[src/rtl/bmux_pipe_if.sv]
// Stream bundle for bmux_pipe: the offer side (din/sel/in_valid/in_ready)
// and the result side (out_data/out_sel/out_valid/out_ready).
// slave is the mux block's view; master is the surrounding datapath's view.
interface bmux_pipe_if #(
    parameter int WIDTH  = 16,
    parameter int NUM_IN = 8,
    parameter int SEL_W  = 3
);
    logic [NUM_IN*WIDTH-1:0] din;
    logic [SEL_W-1:0]        sel;
    logic                    in_valid;
    logic                    in_ready;
    logic [WIDTH-1:0]        out_data;
    logic [SEL_W-1:0]        out_sel;
    logic                    out_valid;
    logic                    out_ready;

    modport slave (
        input  din, sel, in_valid, out_ready,
        output in_ready, out_data, out_sel, out_valid
    );

    modport master (
        output din, sel, in_valid, out_ready,
        input  in_ready, out_data, out_sel, out_valid
    );
endinterface

[src/rtl/bmux_pipe.sv]
// bmux_pipe: N-way, W-bit select multiplexer feeding a 2-entry skid buffer
// (main register M drives the outputs, skid register S holds one overflow).
// in_ready is registered, so no combinational ready path crosses the block.
// Optional feature macro: BMUX_PIPE_SEL_ERR_EN -- drops out-of-range selects
// and raises a sticky sel_err flag, cleared by err_clr (a new error wins).
module bmux_pipe #(
    parameter int WIDTH  = 16,
    parameter int NUM_IN = 8,
    parameter int SEL_W  = 3
) (
    input  logic         clk,
    input  logic         rst_n,
`ifdef BMUX_PIPE_SEL_ERR_EN
    input  logic         err_clr,
    output logic         sel_err,
`endif
    bmux_pipe_if.slave   bus
);

    typedef enum logic [1:0] {
        ST_EMPTY = 2'd0,
        ST_ONE   = 2'd1,
        ST_TWO   = 2'd2
    } state_t;

    state_t             state_q, state_d;
    logic [WIDTH-1:0]   m_data_q, m_data_d;
    logic [SEL_W-1:0]   m_sel_q, m_sel_d;
    logic [WIDTH-1:0]   s_data_q, s_data_d;
    logic [SEL_W-1:0]   s_sel_q, s_sel_d;
    logic               in_ready_q, in_ready_d;
    logic               out_valid_q, out_valid_d;
    logic [WIDTH-1:0]   mux_data_s;
    logic               in_xfer_s;
    logic               accept_s;
    logic               out_xfer_s;

    // Selected input, or all zeros when sel names no existing input.
    function automatic logic [WIDTH-1:0] mux_sel(
        input logic [NUM_IN*WIDTH-1:0] din_f,
        input logic [SEL_W-1:0]        sel_f
    );
        logic [WIDTH-1:0] res;
        res = {WIDTH{1'b0}};
        for (int k = 0; k < NUM_IN; k++) begin
            if (sel_f == SEL_W'(k)) begin
                res = din_f[k*WIDTH +: WIDTH];
            end else begin
                res = res;
            end
        end
        return res;
    endfunction

    assign mux_data_s = mux_sel(bus.din, bus.sel);
    assign in_xfer_s  = bus.in_valid & in_ready_q;
    assign out_xfer_s = out_valid_q & bus.out_ready;

`ifdef BMUX_PIPE_SEL_ERR_EN
    logic sel_bad_s;
    logic sel_err_q, sel_err_d;

    // An out-of-range select still completes the handshake but is not enqueued.
    assign sel_bad_s = ({1'b0, bus.sel} >= (SEL_W+1)'(NUM_IN));
    assign accept_s  = in_xfer_s & ~sel_bad_s;

    // Sticky error flag: a new error takes priority over a clear request.
    always_comb begin
        sel_err_d = sel_err_q;
        if (in_xfer_s && sel_bad_s) begin
            sel_err_d = 1'b1;
        end else if (err_clr) begin
            sel_err_d = 1'b0;
        end else begin
            sel_err_d = sel_err_q;
        end
    end

    // Error flag register, cleared by reset.
    always_ff @(posedge clk) begin
        if (!rst_n) begin
            sel_err_q <= 1'b0;
        end else begin
            sel_err_q <= sel_err_d;
        end
    end

    assign sel_err = sel_err_q;
`else
    assign accept_s = in_xfer_s;
`endif

    // Skid-buffer next state: fill M first, overflow into S, refill M from S.
    always_comb begin
        state_d  = state_q;
        m_data_d = m_data_q;
        m_sel_d  = m_sel_q;
        s_data_d = s_data_q;
        s_sel_d  = s_sel_q;
        case (state_q)
            ST_EMPTY: begin
                if (accept_s) begin
                    state_d  = ST_ONE;
                    m_data_d = mux_data_s;
                    m_sel_d  = bus.sel;
                end else begin
                    state_d  = ST_EMPTY;
                end
            end
            ST_ONE: begin
                if (accept_s && out_xfer_s) begin
                    state_d  = ST_ONE;
                    m_data_d = mux_data_s;
                    m_sel_d  = bus.sel;
                end else if (accept_s) begin
                    state_d  = ST_TWO;
                    s_data_d = mux_data_s;
                    s_sel_d  = bus.sel;
                end else if (out_xfer_s) begin
                    state_d  = ST_EMPTY;
                end else begin
                    state_d  = ST_ONE;
                end
            end
            ST_TWO: begin
                // in_ready is low here, so only the drain can happen.
                if (out_xfer_s) begin
                    state_d  = ST_ONE;
                    m_data_d = s_data_q;
                    m_sel_d  = s_sel_q;
                end else begin
                    state_d  = ST_TWO;
                end
            end
            default: begin
                state_d = ST_EMPTY;
            end
        endcase
        in_ready_d  = (state_d != ST_TWO);
        out_valid_d = (state_d != ST_EMPTY);
    end

    // Buffer and handshake registers; reset discards any buffered data.
    always_ff @(posedge clk) begin
        if (!rst_n) begin
            state_q     <= ST_EMPTY;
            m_data_q    <= {WIDTH{1'b0}};
            m_sel_q     <= {SEL_W{1'b0}};
            s_data_q    <= {WIDTH{1'b0}};
            s_sel_q     <= {SEL_W{1'b0}};
            in_ready_q  <= 1'b1;
            out_valid_q <= 1'b0;
        end else begin
            state_q     <= state_d;
            m_data_q    <= m_data_d;
            m_sel_q     <= m_sel_d;
            s_data_q    <= s_data_d;
            s_sel_q     <= s_sel_d;
            in_ready_q  <= in_ready_d;
            out_valid_q <= out_valid_d;
        end
    end

    assign bus.in_ready  = in_ready_q;
    assign bus.out_valid = out_valid_q;
    assign bus.out_data  = m_data_q;
    assign bus.out_sel   = m_sel_q;

endmodule
[src/flat_wrapper.sv]
// flat-port wrapper written by rule: the top's interface ports become plain ports
module bmux_pipe_flat 
#(
    parameter int WIDTH  = 16,
    parameter int NUM_IN = 8,
    parameter int SEL_W  = 3
)
  (clk, rst_n, bus_din, bus_sel, bus_in_valid, bus_out_ready, bus_in_ready, bus_out_data, bus_out_sel, bus_out_valid);
  bmux_pipe_if #(.WIDTH(WIDTH), .NUM_IN(NUM_IN), .SEL_W(SEL_W)) bus_i ();
  input  logic clk;
  input  logic rst_n;
  input wire logic [$bits(bus_i.din)-1:0] bus_din;
  input wire logic [$bits(bus_i.sel)-1:0] bus_sel;
  input wire logic [$bits(bus_i.in_valid)-1:0] bus_in_valid;
  input wire logic [$bits(bus_i.out_ready)-1:0] bus_out_ready;
  output wire logic [$bits(bus_i.in_ready)-1:0] bus_in_ready;
  output wire logic [$bits(bus_i.out_data)-1:0] bus_out_data;
  output wire logic [$bits(bus_i.out_sel)-1:0] bus_out_sel;
  output wire logic [$bits(bus_i.out_valid)-1:0] bus_out_valid;
  assign bus_i.din = bus_din;
  assign bus_i.sel = bus_sel;
  assign bus_i.in_valid = bus_in_valid;
  assign bus_i.out_ready = bus_out_ready;
  assign bus_in_ready = bus_i.in_ready;
  assign bus_out_data = bus_i.out_data;
  assign bus_out_sel = bus_i.out_sel;
  assign bus_out_valid = bus_i.out_valid;
  bmux_pipe #(.WIDTH(WIDTH), .NUM_IN(NUM_IN), .SEL_W(SEL_W)) u_core (.clk(clk), .rst_n(rst_n), .bus(bus_i));
endmodule
[config.mk]
export PLATFORM = sky130hd
export DESIGN_NAME = bmux_pipe_flat
export DESIGN_NICKNAME = d
export VERILOG_FILES = /design/src/rtl/bmux_pipe_if.sv /design/src/rtl/bmux_pipe.sv /design/src/flat_wrapper.sv
export SDC_FILE = /design/constraint.sdc
export NUM_CORES = 1
export LEC_CHECK = 0
export ABC_AREA = 1
export CAP_MARGIN = 20
export CORE_AREA = 5 5 98 100
export CTS_CLUSTER_SIZE = 24
export DETAILED_ROUTE_END_ITERATION = 12
export DIE_AREA = 0 0 103 105
export DONT_BUFFER_PORTS = 1
export MAX_ROUTING_LAYER = met4
export PLACE_DENSITY = 0.6
export SETUP_SLACK_MARGIN = 0.05
export SYNTH_ARGS = -nofsm -noshare
export SYNTH_HDL_FRONTEND = slang
export SYNTH_SLANG_ARGS = --single-unit
[constraint.sdc]
create_clock -name clk -period 2.13 [get_ports clk]
set_input_delay 0.213 -clock clk [delete_from_list [all_inputs] [get_ports clk]]
set_output_delay 0.213 -clock clk [all_outputs]
set_load 0.01 [all_outputs]
==> results.yml, run 1 <==
outcome:
  status: "finished clean"
clock_tree:
  cts_buffer_depth: 2
  path_clk_slew_ns: 0.08
  ctsResizeCount: 0
  root_buffer: "clkbuf_8"
  cts.repair_timing.setup_buffer_count: 0
  clkLatencyLatePin_ns: 0.29
  cts_buffers: 5
  cts_tree: "done"
  cts_num_sinks: 42
  cts_htree_levels: 2
  hold_buffers: 0
cells_and_area:
  multiInputGateArea_um2: 1837
  regArea_um2: 840.8
  drive_above_1_share_pct: 6.786
  final_cells: 609
  fill_cells: 970
  nNetsFinal: 638
  utilization_pct: 37.39
  diodes: 0
  area_growth_pct: 5.462
synth:
  synthTopCellsByArea: "dfxtp_1, nand2_1, nand4_1"
  syn_area_um2: 3047
  synth_warnings: 0
  synth_seq_area_share_pct: 27.60
  netlist_instances: 518
  yosys.area.top_type: "dfxtp_1"
  avgSynthCellArea_um2: 5.882
  ys_ff_latch: 42
  yosys.area.top_type_share_pct: 27.60
  synth_nets: 655
  yosysUniqueCellTypes: 22
global_routing:
  grt_pass1_wl_mm: 15.37
  grt_pass1_vias: 3066
  grt_start_max_net_pins: 40
  grt_antenna_before_repair: 0
  gr-usage-all-layers_pct: 18.14
  grt_overflow_total: 0
routing:
  vias_per_cell: 5.391
  dr.first_iter.drc_count: 139
  antenna_left: 0
  vias: 3283
  avgRoutedWirePerCell_um: 16.24
  wl_mm: 9.890
  dr.pass1.iters: 4
  drc: 0
sta:
  slew_headroom_pct: 53.43
  rsz0062_at_grt: "no"
  setup_tns_ns: 0
  drv_slew: 0
  finalSetupViolCount: 0
  finClkSkew_ns: 0.005380
  setup_slack_ns: 0.4784
  clock.fmax_ghz: 0.6055
  tightest_slew_ns: 0.6963
  finalHoldViolations: 0
  min_period_ns: 1.652
  period_share_pct: 77.54
floorplanning:
  die_x_um: 103
  start_util_pct: 35.45
  io_pins: 156
  die_y_um: 105
  coreArea_um2: 8593
  fp-row-count: 34
  dieArea_um2: 10820
worst_setup_path:
  cp.arrival_ns: 1.83
  required_ns: 2.30
  crit_path_max_fanout: 38
  critPathLaunchType: "register"
  end_kind: "register"
  crit_type: "register to register"
power_and_ir_drop:
  p_per_area_nw_per_um2: 605.0
  internal_power_uw: 1283
  p_switching_uw: 660.5
  p_leak_uw: 0.001574
  seq_power_share_pct: 49.0
  vdd_drop_max_mv: 0.2885
  comb_power_share_pct: 26.0
  netSwitchingFraction_pct: 33.98
  clockPowerShare_pct: 25.0
place:
  dp_hpwl_mm: 7.531
  detailedPlace.worstSlack_ns: 0.4640
  dp_cells: 602
  gp_congestion: 0.8472
  portBuffers: 0
worst_hold_path:
  min_path_type: "input pin to register"
flow_run:
  max-cap-violations: 0
==> cell families (layout without fill, tap and decap cells) <==
kind of cell / Yosys count / count (layout) / synth area share, %
compound gates: 52 / 52 / 9.980
fa+ha+maj: 2 / 2 / 0.8212
buf+inv: 97 / 80 / 12.69
flops: 42 / 42 / 27.60
simple gates: 325 / 325 / 48.91
==> layer usage <==
metal	share of wire, %	wire [um]	GRT usage, %	vias up
met5	0	0	-	-
met4	0.65	64	2.960	0
met3	6.8	677	3.264	7
met2	50	4907	31.03	101
met1	43	4241	22.41	1522
li1	-	-	-	1653
==> worst max-delay path, stage by stage, from the launching register on <==
cell and delay, ns:
dfxtp_1 0.38, nand2_1 0.14, o21ai_0 0.34, o311ai_4 0.17, buf_12 0.20, o21ai_0 0.23, a21oi_1 0.06
==> metrics by stage <==
step	power [uW]	cell area (um2)	hold slack (ns)
2_1_floorplan	1360	3047	0.3514
3_3_place_gp	1473	3137	0.3386
3_5_place_dp	1483	3137	0.3377
4_1_cts	1969	3213	0.03360
5_1_grt	2079	3213	0.04971
6_report	1944	3213	0.04892
==> cells in the final DEF (no fill, tap or decap) <==
master	instances
nand4_1	48
o311ai_4	1
nand2_1	137
or2_2	11
ha_1	2
inv_1	59
a21oi_1	23
nand3_2	1
clkbuf_8	5
clkbuf_1	2
clkinv_1	1
buf_12	1
or2_0	6
nor2_1	68
nand3_1	50
o21ai_0	12
o211ai_1	16
nor3_1	1
buf_4	9
dfxtp_1	42
nor3_4	3
inv_2	3
==> sequential cells by signal (all words and copies together), names as in the netlist <==
| register | cells |
|---|---|
| u_core.bus.out_data | 16 |
| u_core.bus.out_sel | 3 |
| u_core.state_q | 2 |
| u_core.s_sel_q | 3 |
| u_core.s_data_q | 16 |
| u_core.bus.in_ready | 1 |
| u_core.bus.out_valid | 1 |
==> final cells by class <==
type	count	area share, %
Inverter	63	7.360
Tap cell	108	4.206
Sequential cell	42	26.17
Timing Repair Buffer	10	2.726
Multi-Input combinational cell	379	57.17
Clock buffer	7	2.375
==> power groups by stage <==
stage,combinational (uW),sequential (uW),clock (uW)
floorplan,406,954,0
global placement,500,974,0
detailed placement,509,973,0
CTS,512,956,502
global route,584,963,532
finish,505,953,486
==> synthesized netlist by cell type (all sizes together) <==
cell,number
or2,17
a21oi,23
ha,2
nor3,4
dfxtp,42
clkbuf,16
o311ai,1
nand4,48
nor2,68
o211ai,16
inv,62
buf,18
nand2,137
nand3,51
clkinv,1
o21ai,12
==> worst paths after layout <==
check / start / to / slack [ns] / cells past startpoint
worst min register to register: u_core.bus.out_sel[0] / u_core.bus.out_sel[0] / 0.50 / 2
worst max register to register: u_core.bus.out_valid / u_core.bus.out_sel[0] / 0.48 / 6
worst min-delay path: rst_n / u_core.state_q[0] / 0.05 / 2
worst max-delay path: u_core.bus.out_valid / u_core.bus.out_sel[0] / 0.48 / 6
Power figures use the tool's default switching activity.
==> run 2, diff against run 1 <==
clock period = 1.65 ns   (was 2.13 ns; I/O delays follow)
==> results.yml, run 2 (synthesis results as in run 1) <==
outcome:
  status: "finished clean"
global_routing:
  grt_pass1_wl_mm: 15.94
  grt_overflow_total: 0
  gr-usage-all-layers_pct: 18.73
  grt_antenna_before_repair: 0
  grt_pass1_vias: 3229
  grt_start_max_net_pins: 40
routing:
  drc: 0
  vias_per_cell: 5.397
  antenna_left: 0
  dr.first_iter.drc_count: 98
  wl_mm: 10.23
  avgRoutedWirePerCell_um: 16.40
  dr.pass1.iters: 5
  vias: 3368
clock_tree:
  cts_num_sinks: 42
  path_clk_slew_ns: 0.08
  root_buffer: "clkbuf_8"
  cts_buffers: 5
  cts_htree_levels: 2
  cts_tree: "done"
  clkLatencyLatePin_ns: 0.29
  cts_buffer_depth: 2
worst_setup_path:
  r2r-end: "u_core.bus.out_sel[2]"
  critPathLaunchType: "register"
  crit_path_max_fanout: 9
  required_ns: 1.88
  cp_slowest_stage_delay_ns: 0.33
  cp.arrival_ns: 1.75
  reg2reg_slack_ns: 0.12
  slowest_stage: "dfxtp_1"
  timing.rr.start: "u_core.bus.out_valid"
  end_kind: "register"
  crit_chain: "nand2_2, inv_1, ha_4, o311ai_4, buf_4, clkbuf_16, o21ai_0, a21oi_1"
  r2r_cells: 8
  critPathLaunch: "u_core.bus.out_valid"
  crit_type: "register to register"
floorplanning:
  dieArea_um2: 10820
  start_util_pct: 35.45
  fp-row-count: 34
  die_y_um: 105
  coreArea_um2: 8593
  io_pins: 156
  die_x_um: 103
power_and_ir_drop:
  p_per_area_nw_per_um2: 785.5
  p_leak_uw: 0.001686
  vdd_drop_max_mv: 0.4660
  power.total_uw: 2705
place:
  place_area_um2: 3247
  gp_congestion: 0.8819
  portBuffers: 0
  dp_hpwl_mm: 7.765
worst_hold_path:
  min-delay-start: "rst_n"
  min_path_type: "input pin to register"
  holdPathStages: 2
  holdPathEnd: "u_core.bus.out_sel[0]"
cells_and_area:
  mostFrequentLayoutCell: "nand2_1"
  drive_above_1_share_pct: 10.47
  fill_cells: 971
  final_cell_area_um2: 3443
  diodes: 0
  area_growth_pct: 13.02
  nNetsFinal: 652
  layout_common_cells: "nand2_1, nor2_1, inv_1"
sta:
  setup_tns_ns: 0
  tightest_slew_ns: 0.3421
  rsz0062_at_grt: "no"
  slew_headroom_pct: 77.17
  finalHoldViolations: 0
  hold_ws_ns: 0.01848
  clock.fmax_ghz: 0.6551
  finalSetupViolCount: 0
  min_period_ns: 1.526
  finClkSkew_ns: 0.004581
  period_share_pct: 92.51
  drv_slew: 0
flow_run:
  max-cap-violations: 0
## run 2: critical path: cells and delay by family (launching register included)
| family | cells | cell delay, ns |
|---|---|---|
| simple gates | 1 | 0.11 |
| flops | 1 | 0.33 |
| buf+inv | 3 | 0.42 |
| compound gates | 3 | 0.42 |
| fa+ha+maj | 1 | 0.17 |
## run 2: through the flow
step | setup WS, ns | instances | util (%)
after detailed placement | 0.04286 | 610 | 37.78
after CTS | 0.07240 | 622 | 39.46
after floorplan | 0.06965 | 518 | -
final | 0.1236 | 624 | 40.07
after global placement | 0.1680 | 610 | 37.78
after global routing | 0.03667 | 624 | 40.07
## run 2: area by class of cell
type	count	area (um2)	share of cell area [%]
clock buffer	7	86.33	2.507
clock inverter	1	5.005	0.1453
inverter	63	236.5	6.868
multi-input combinational	379	1856	53.89
sequential	42	842.1	24.45
tap	108	135.1	3.924
timing repair buffer	24	282.8	8.212
## run 2: how the worst max path moves through the flow
| stage | to | cells past startpoint |
|---|---|---|
| global placement | u_core.bus.out_data[8] | 8 |
| floorplan | u_core.bus.out_sel[1] | 8 |
| global route | u_core.bus.out_data[4] | 9 |
| detailed placement | u_core.bus.out_data[10] | 7 |
| finish | u_core.bus.out_sel[2] | 8 |
| CTS | u_core.bus.out_data[10] | 8 |
## run 2: timing repair
item	4_1_cts	5_1_grt
hold buffers	1	0
gates resized for setup	2	6
hold endpoints to repair	1	0
endpoints found under the setup margin	5	19
pin swaps	1	2
gates cloned	1	1
setup buffers	2	1
## run 2: metal layers
| layer | share of wire [%] | global-route usage [%] |
|---|---|---|
| met5 | 0 | - |
| met4 | 0.83 | 2.960 |
| met3 | 7.2 | 3.398 |
| met2 | 50 | 31.76 |
| met1 | 42 | 23.43 |
## run 2: power breakdown
group          internal (uW)  leakage, uW  switching [uW]  total, uW
sequential              1130     0.000345             112       1240
clock                    338    0.0000482             348        685
combinational            336      0.00129             447        782
total                   1800      0.00169             906       2700
==> run 3, diff against run 2 <==
clock period = 1.7 ns   (was 1.65 ns; I/O delays follow)
==> results.yml, run 3 (synthesis results as in run 1) <==
clock_tree:
  cts_buffer_depth: 2
  cts_htree_levels: 2
  clkLatencyLatePin_ns: 0.29
  cts_num_sinks: 42
  cts_buffers: 5
  cts_tree: "done"
  path_clk_slew_ns: 0.08
  root_buffer: "clkbuf_8"
power_and_ir_drop:
  p_per_area_nw_per_um2: 791.5
  power.total_uw: 2714
  vdd_drop_max_mv: 0.4230
  p_switching_uw: 884.5
  clockPowerShare_pct: 27.8
  internal_power_uw: 1829
  netSwitchingFraction_pct: 32.59
  comb_power_share_pct: 28.1
  seq_power_share_pct: 44.1
  p_leak_uw: 0.001679
floorplanning:
  die_y_um: 105
  start_util_pct: 35.45
  die_x_um: 103
  io_pins: 156
  coreArea_um2: 8593
  dieArea_um2: 10820
  fp-row-count: 34
worst_setup_path:
  reg2reg_slack_ns: 0.14
  r2r-end: "u_core.bus.out_sel[1]"
  cp.arrival_ns: 1.79
  r2r_cells: 8
  crit_path_max_fanout: 9
  end_kind: "register"
  critPathLaunchType: "register"
  required_ns: 1.93
  timing.rr.start: "u_core.bus.in_ready"
  crit_type: "register to register"
flow_run:
  max-cap-violations: 0
sta:
  finClkSkew_ns: 0.004684
  period_share_pct: 91.68
  tightest_slew_ns: 0.3400
  hold_ws_ns: 0.02295
  slew_headroom_pct: 77.31
  drv_slew: 0
  rsz0062_at_grt: "no"
  clock.fmax_ghz: 0.6416
  setup_tns_ns: 0
  finalSetupViolCount: 0
  min_period_ns: 1.558
  finalHoldViolations: 0
global_routing:
  grt_overflow_total: 0
  grt_antenna_before_repair: 0
  grt_pass1_vias: 3175
  grt_pass1_wl_mm: 15.59
  gr-usage-all-layers_pct: 18.41
  grt_start_max_net_pins: 40
place:
  gp_congestion: 0.8379
  portBuffers: 0
  dp_hpwl_mm: 7.587
  place_area_um2: 3224
cells_and_area:
  multiInputGateArea_um2: 1839
  nNetsFinal: 648
  diodes: 0
  final_cell_area_um2: 3428
  utilization_pct: 39.90
  area_growth_pct: 12.53
  regArea_um2: 840.8
  drive_above_1_share_pct: 9.180
  layout_common_cells: "nand2_1, nor2_1, inv_1"
  fill_cells: 947
  mostFrequentLayoutCell: "nand2_1"
routing:
  dr.first_iter.drc_count: 163
  avgRoutedWirePerCell_um: 16.40
  antenna_left: 0
  vias: 3361
  dr.pass1.iters: 5
  wl_mm: 10.17
  drc: 0
  vias_per_cell: 5.421
worst_hold_path:
  holdPathEnd: "u_core.state_q[1]"
  min_path_type: "input pin to register"
  min-delay-start: "rst_n"
  holdPathStages: 2
outcome:
  status: "finished clean"
## run 3: per-layer routing
metal  part of all wire, %  wire length, um  track usage [%]
met3                   7.4              753            3.464
met4                  0.69               70            2.868
met1                    43             4323            23.50
met2                    49             5021            30.61
met5                     0                0                -
## run 3: through the flow
| step | cells | setup slack, ns |
|---|---|---|
| 2_1_floorplan | 518 | 0.08707 |
| 3_3_place_gp | 607 | 0.1960 |
| 3_5_place_dp | 607 | 0.1257 |
| 4_1_cts | 616 | 0.1156 |
| 5_1_grt | 620 | 0.06021 |
| 6_report | 620 | 0.1415 |
## run 3: area by class of cell
type	count	share of cell area, %
clock buffer	8	3.212
timing repair buffer	20	7.774
multi-input combinational	379	53.65
inverter	63	6.898
sequential	42	24.53
tap	108	3.942
## run 3: power groups by stage
stage	clock network, uW	registers, uW	logic [uW]
2_1_floorplan	0	1200	511
3_3_place_gp	0	1220	648
3_5_place_dp	0	1220	666
4_1_cts	780	1200	670
5_1_grt	832	1210	860
6_report	755	1200	762
## run 3: how the worst max path moves through the flow
stage / start / endpoint / slack, ns / depth (start not counted)
final: u_core.bus.in_ready / u_core.bus.out_sel[1] / 0.14 / 8
after detailed placement: u_core.bus.out_valid / u_core.bus.out_sel[1] / 0.13 / 7
after floorplan: u_core.bus.out_valid / u_core.bus.out_sel[1] / 0.09 / 8
after CTS: u_core.bus.out_valid / u_core.bus.out_sel[1] / 0.12 / 7
after global placement: u_core.bus.out_valid / u_core.bus.out_sel[1] / 0.20 / 7
after global routing: u_core.bus.in_ready / u_core.bus.out_data[2] / 0.06 / 9
## run 3: worst max-delay path: stages (launching register included)
cell and delay, ns:
dfxtp_1 0.32, nand2_1 0.09, inv_1 0.07, ha_1 0.23, o311ai_4 0.26, buf_12 0.16
clkbuf_16 0.15, o21ai_0 0.10, a21oi_1 0.13
## run 3: what timing repair did
action                                  in CTS  in global routing
hold buffers                                 1                  0
endpoints found under the setup margin       0                 14
resized for setup                            0                  2
hold endpoints to repair                     1                  0
setup buffers                                0                  1
